### config.mk
export PLATFORM = sky130hd
export DESIGN_NAME = lin_accumulator
export DESIGN_NICKNAME = d
export VERILOG_FILES = /design/src/rtl/main_pkg.sv /design/src/rtl/lns_term_shifter.sv /design/src/rtl/lin_accumulator.sv
export SDC_FILE = /design/constraint.sdc
export NUM_CORES = 1
export LEC_CHECK = 0
export ABC_AREA = 1
export ABC_CLOCK_PERIOD_IN_PS = 14690
export CAP_MARGIN = 5
export CORE_UTILIZATION = 60
export CTS_BUF_LIST = sky130_fd_sc_hd__clkbuf_8 sky130_fd_sc_hd__clkbuf_16
export DETAILED_ROUTE_END_ITERATION = 10
export PLACE_DENSITY = 0.82
export SYNTH_ARGS = -nofsm -noshare
export SYNTH_HDL_FRONTEND = slang
export SYNTH_SLANG_ARGS = --single-unit
### constraint.sdc
create_clock -name clk -period 14.69 [get_ports clk]
set_input_delay 1.469 -clock clk [delete_from_list [all_inputs] [get_ports clk]]
set_output_delay 1.469 -clock clk [all_outputs]
set_load 0.03 [all_outputs]
### src/rtl/main_pkg.sv
// Shared defaults and state types for the LNS datapath.
// Pipeline stages pick their default widths from here.
package main_pkg;

  localparam int Y_BITS   = 8;
  localparam int INT_BITS = 6;
  localparam int ACC_BITS = 32;
  localparam int ACC_FRAC = 16;
  localparam int CNT_BITS = 8;

  typedef enum logic {
    ST_ACC = 1'b0,
    ST_OUT = 1'b1
  } acc_state_t;

endpackage

### src/rtl/lns_term_shifter.sv
// Turns an LNS mantissa/exponent/sign into a signed fixed-point term.
// Magnitudes beyond the positive accumulator range clamp to max.
module lns_term_shifter #(
  parameter int Y_BITS   = main_pkg::Y_BITS,
  parameter int INT_BITS = main_pkg::INT_BITS,
  parameter int ACC_BITS = main_pkg::ACC_BITS,
  parameter int ACC_FRAC = main_pkg::ACC_FRAC
) (
  input  logic [Y_BITS-1:0]   data_in,
  input  logic [INT_BITS-1:0] int_in,
  input  logic                sign_in,
  output logic [ACC_BITS-1:0] term
);

  // Wide enough that no left shift can lose bits before clamping.
  localparam int WW = ACC_FRAC + 1 + (1 << (INT_BITS - 1)) + ACC_BITS;
  localparam logic [ACC_BITS-1:0] MAXP = {1'b0, {(ACC_BITS-1){1'b1}}};

  logic [WW-1:0]       base;
  logic [WW-1:0]       mag;
  logic [INT_BITS-1:0] neg_amt;
  logic [ACC_BITS-1:0] clamp;

  always_comb begin
    base = {{(WW-Y_BITS-1){1'b0}}, 1'b1, data_in}
           << (ACC_FRAC - Y_BITS);
    neg_amt = -int_in;
    if (int_in[INT_BITS-1])
      mag = base >> neg_amt;
    else
      mag = base << int_in[INT_BITS-2:0];
    if (mag > {{(WW-ACC_BITS){1'b0}}, MAXP})
      clamp = MAXP;
    else
      clamp = mag[ACC_BITS-1:0];
    term = sign_in ? -clamp : clamp;
  end

endmodule

### src/rtl/lin_accumulator.sv
// Saturating dot-product accumulator for LNS-to-linear terms.
// One term per cycle; results held until consumed downstream.
module lin_accumulator #(
  parameter int Y_BITS   = main_pkg::Y_BITS,
  parameter int INT_BITS = main_pkg::INT_BITS,
  parameter int ACC_BITS = main_pkg::ACC_BITS,
  parameter int ACC_FRAC = main_pkg::ACC_FRAC,
  parameter int CNT_BITS = main_pkg::CNT_BITS
) (
  input  logic                clk,
  input  logic                rst,
  input  logic                data_in_valid,
  output logic                data_in_enable,
  input  logic [Y_BITS-1:0]   data_in,
  input  logic [INT_BITS-1:0] int_in,
  input  logic                sign_in,
  input  logic                last_in,
  output logic                data_out_valid,
  input  logic                data_out_enable,
  output logic [ACC_BITS-1:0] data_out,
  output logic [CNT_BITS-1:0] count_out,
  output logic                ovf_out
);

  import main_pkg::*;

  localparam logic [ACC_BITS-1:0] MAXP = {1'b0, {(ACC_BITS-1){1'b1}}};
  localparam logic [ACC_BITS-1:0] MINN = {1'b1, {(ACC_BITS-1){1'b0}}};

  acc_state_t          state;
  logic [ACC_BITS-1:0] acc;
  logic [CNT_BITS-1:0] cnt;
  logic                flag;

  logic [ACC_BITS-1:0] term;
  logic [ACC_BITS:0]   sum_w;
  logic [ACC_BITS-1:0] sat;
  logic                add_ovf;
  logic [CNT_BITS-1:0] cnt_inc;
  logic                xfer_in;
  logic                xfer_out;

  lns_term_shifter #(
    .Y_BITS   (Y_BITS),
    .INT_BITS (INT_BITS),
    .ACC_BITS (ACC_BITS),
    .ACC_FRAC (ACC_FRAC)
  ) u_shift (
    .data_in (data_in),
    .int_in  (int_in),
    .sign_in (sign_in),
    .term    (term)
  );

  assign data_out_valid = (state == ST_OUT);
  assign data_in_enable = (state == ST_ACC) | data_out_enable;
  assign xfer_in        = data_in_valid & data_in_enable;
  assign xfer_out       = data_out_valid & data_out_enable;

  always_comb begin
    sum_w   = {acc[ACC_BITS-1], acc} + {term[ACC_BITS-1], term};
    add_ovf = sum_w[ACC_BITS] ^ sum_w[ACC_BITS-1];
    if (add_ovf)
      sat = sum_w[ACC_BITS] ? MINN : MAXP;
    else
      sat = sum_w[ACC_BITS-1:0];
    cnt_inc = (&cnt) ? cnt : cnt + 1'b1;
  end

  // In OUT the accumulator is already clear, so a term accepted
  // alongside a transfer out starts the next product from zero.
  always_ff @(posedge clk) begin
    if (rst) begin
      state     <= ST_ACC;
      acc       <= '0;
      cnt       <= '0;
      flag      <= 1'b0;
      data_out  <= '0;
      count_out <= '0;
      ovf_out   <= 1'b0;
    end else if (xfer_in) begin
      if (last_in) begin
        data_out  <= sat;
        count_out <= cnt_inc;
        ovf_out   <= flag | add_ovf;
        acc       <= '0;
        cnt       <= '0;
        flag      <= 1'b0;
        state     <= ST_OUT;
      end else begin
        acc   <= sat;
        cnt   <= cnt_inc;
        flag  <= flag | add_ovf;
        state <= ST_ACC;
      end
    end else if (xfer_out) begin
      state <= ST_ACC;
    end
  end

endmodule

==> summary.md <==
| Metric | Value |
|---|---|
| Outcome | complete, no violations |
| Detailed Place HPWL | about 15,000 um |
| Root buffer cell | clkbuf_16 |
| Area Overhead vs Synth | 12.41% |
| DR pass1 iterations | 5 |
| Placer Congestion | 1.006 |
| Fillers | 1,094 |
| Yosys reg bits | 83 |
| Total GRT Usage | 0.3146 |
| DIE HEIGHT | 113.1 um |
| Worst Hold Class | register to register |
| Area leader, netlist | nand2_1 |
| Slowest CP cell | nand2_1 |
| Worst Skew | 0.01026 ns |
| Pwr Density | 113.1 nW/um2 |
| CTS Buf Count | 9 |
| Worst Setup Start Kind | primary input |
| Hold buffer count at cts | 0 |
| Switch Pwr | roughly 410 uW |
| Commonest cells in the netlist | nand2_1 (483), nor2_1 (109), inv_1 (103), nand3_1 (89), a21oi_1 (85) |
| Ant. Diodes | 0 |
| CP dominant cell by count | nand2_1 |
| Total length of routed wires | slightly below 20,000 um |
| Vias in the first global route | 7,076 |
| Worst vdd ir | around 0.00011 V |
| Pre-CTS setup slack | 6.398 ns |
| Syn Area/Cell | just under 6 um2 |
| Hold path cells | 2 |
| Clk buf depth | 2 |
| CP Capture Type | register |
| I/O pins | 63 |
| Clk pwr share | 0.223 |
| Drt wl/cell | 13.42 um |
| Comb pwr share | 0.492 |
| Tcrit/Tclk final | 0.5531 |
| H-Tree Depth | 3 |
| R2R cell count | 18 |
| Unrepaired setup endpoints after global routing | no |
| Largest net degree at the start of global routing | 43 |
| Vias per inst | 5.498 |
| Final Setup Violations | 0 |
| Crit Path Class | primary input to register |
| Distinct cell type count after synthesis | 50 |
| Post-CTS setup buffers | 0 |
| Switching Share | 0.4392 |
| Cts repair resizes | 0 |
| Req. time, crit path | ~15 ns |
| # clock sinks | 83 |
| First-pass GRT wire length | 33,220 um |
| Die extent in x | around 110 um |
| Cells after Synth | 1,259 |
| Setup ws final | 6.566 ns |
| Max Slew Vio Count | 0 |
| Post-Syn Area | 7400 um2 |
| Max Cap Viol | 0 |
| Post-synth net total | around 1.3k |
| PortBufs | 62 |
| Clk_lat worst skew | 0.34 ns |
| Initial Util | 0.6160 |
| Lkg Pwr | ~0.0042 uW |
| Rel. slew slack | 0.2626 |
| Global route overflow | 0 |
| Post-layout minimum cycle time | 8.124 ns |
| Synth top area cells | nand2_1 (25%), dfxtp_1 (22%), ha_1 (6.6%), nand3_1 (6.0%), a21oi_1 (5.7%) |
| Top_reg_cell synth | dfxtp_1 |
| Ys Warns | 0 |
| Peak Freq | 123.1 MHz |
| Multi-input gate area | 5112 um2 |
| Nets | 1,353 |
| Core Region | between 10,000 and 15,000 um2 |
| Int Pwr | ~530 uW |
| Register area | 1662 um2 |
| Die ar. | roughly 13,000 um2 |
| Tightest Pin Transition | 1.103 ns |
| Share of layout cells above drive strength 1 | 0.04391 |
| Post-synth EDFFs | 0 |
| Crit path DAT | 8.33 ns |
| Sequential area share after synthesis | 0.2246 |
| Most frequent cell after synthesis | nand2_1 |
| Slowest stage delay, CP | 0.83 ns |
| Async S/R FF share, synth | 0 |
| Reg clk slew, reported paths | 0.06 ns |
| Via count | 7,944 |
| Initial antenna violation count | 0 |
| Starting DRT DRC Count | 689 |
| Routed Antenna Nets | 0 |
| DR DRC count | 0 |
| Sequential power share | 0.285 |
| Core Rows | 40 |
| Total negative setup slack | 0 ns |
| Yosys top cell area share | 0.2450 |
| Max FO, Critical Path | 32 |
| Final hold viol count | 0 |
| CTS tree | yes |
==> final cells by class <==
cell class	instances	area share
repair buffers	68	0.08002
clock inverters	7	0.006318
flip-flops and latches	83	0.1998
inverters	111	0.05009
clock buffers	9	0.02708
well taps	147	0.02211
multi-input cells	1020	0.6146
==> critical path: cells and delay by family <==
| family | cells | cell delay [ns] |
|---|---|---|
| compound gates | 6 | 0.94 |
| xor+xnor | 1 | 0.25 |
| fa+ha+maj | 3 | 0.99 |
| buf+inv | 8 | 1.63 |
| simple gates | 18 | 3.03 |
==> power groups by stage <==
| stage | sequential [uW] | clock, uW | combinational, uW |
|---|---|---|---|
| after floorplan | 299 | 0 | 319 |
| after global placement | 273 | 0 | 451 |
| after detailed placement | 273 | 0 | 455 |
| after CTS | 269 | 213 | 459 |
| after global routing | 271 | 222 | 521 |
| final | 268 | 210 | 463 |
==> cells by family after synthesis <==
group	count (synthesis)	share of synthesized area
AO/OA/AOI/OAI	191	0.1480
buffers and inverters	156	0.08522
adder cells (fa/ha/maj)	40	0.06865
AND/OR/NAND/NOR	740	0.4156
flip-flops	83	0.2246
XOR/XNOR	49	0.05800
==> final timing paths <==
| path | from | slack, ns | end |
|---|---|---|---|
| worst max-delay path | int_in[0] | 6.57 | acc[0] |
| worst min-delay path | data_out[12] | 0.45 | data_out[12] |
| worst max register to register | acc[0] | 10.72 | acc[0] |
| worst min register to register | data_out[12] | 0.45 | data_out[12] |
==> routing by layer <==
layer / GRT usage / vias up / share of wire
li1: - / 4128 / -
met1: 0.4323 / 3530 / 0.48
met2: 0.5108 / 263 / 0.44
met3: 0.06267 / 23 / 0.065
met4: 0.06579 / 0 / 0.011
met5: 0 / - / 0
==> layout by cell type, fill, tap and decap left out, types with 3 or more instances in the layout <==
cell type          n
o21ai_1            4
clkdlybuf4s50_1   62
and2_1             5
clkbuf_16          9
nand2_2            9
o21ai_0           49
a21o_1             8
o21bai_1           6
clkinvlp_4         3
nand4_1           15
inv_1            104
dfxtp_1           83
a21boi_0           3
a21oi_1           85
nand2_4            3
nor2_1           107
a22o_1             6
nor2_2             8
inv_2              6
nor3_1             8
nand3_2            5
a31oi_1            4
nand3_1           89
ha_1              39
o21a_1             7
xor2_1            36
buf_4              6
o211ai_1           3
nand2_1          483
o22ai_1            7
xnor2_1           13
==> flip-flops by register name (all words and copies together), names as in the netlist <==
register and cells:
flag 1, acc 32, data_out_valid 1, count_out 8
cnt 8, ovf_out 1, data_out 32
==> metrics by stage <==
stage / total power [uW] / cell area (um2) / hold slack, ns / instances / util
floorplan: 618.6 / 7400 / 0.4453 / 1259 / -
global placement: 723.5 / 8040 / 0.4360 / 1429 / 0.6694
detailed placement: 728.2 / 8040 / 0.4380 / 1429 / 0.6694
CTS: 940.7 / 8318 / 0.4518 / 1445 / 0.6925
global route: 1014 / 8318 / 0.4609 / 1445 / 0.6925
finish: 941.1 / 8318 / 0.4492 / 1445 / 0.6925
(Power assumes the default switching activity.)
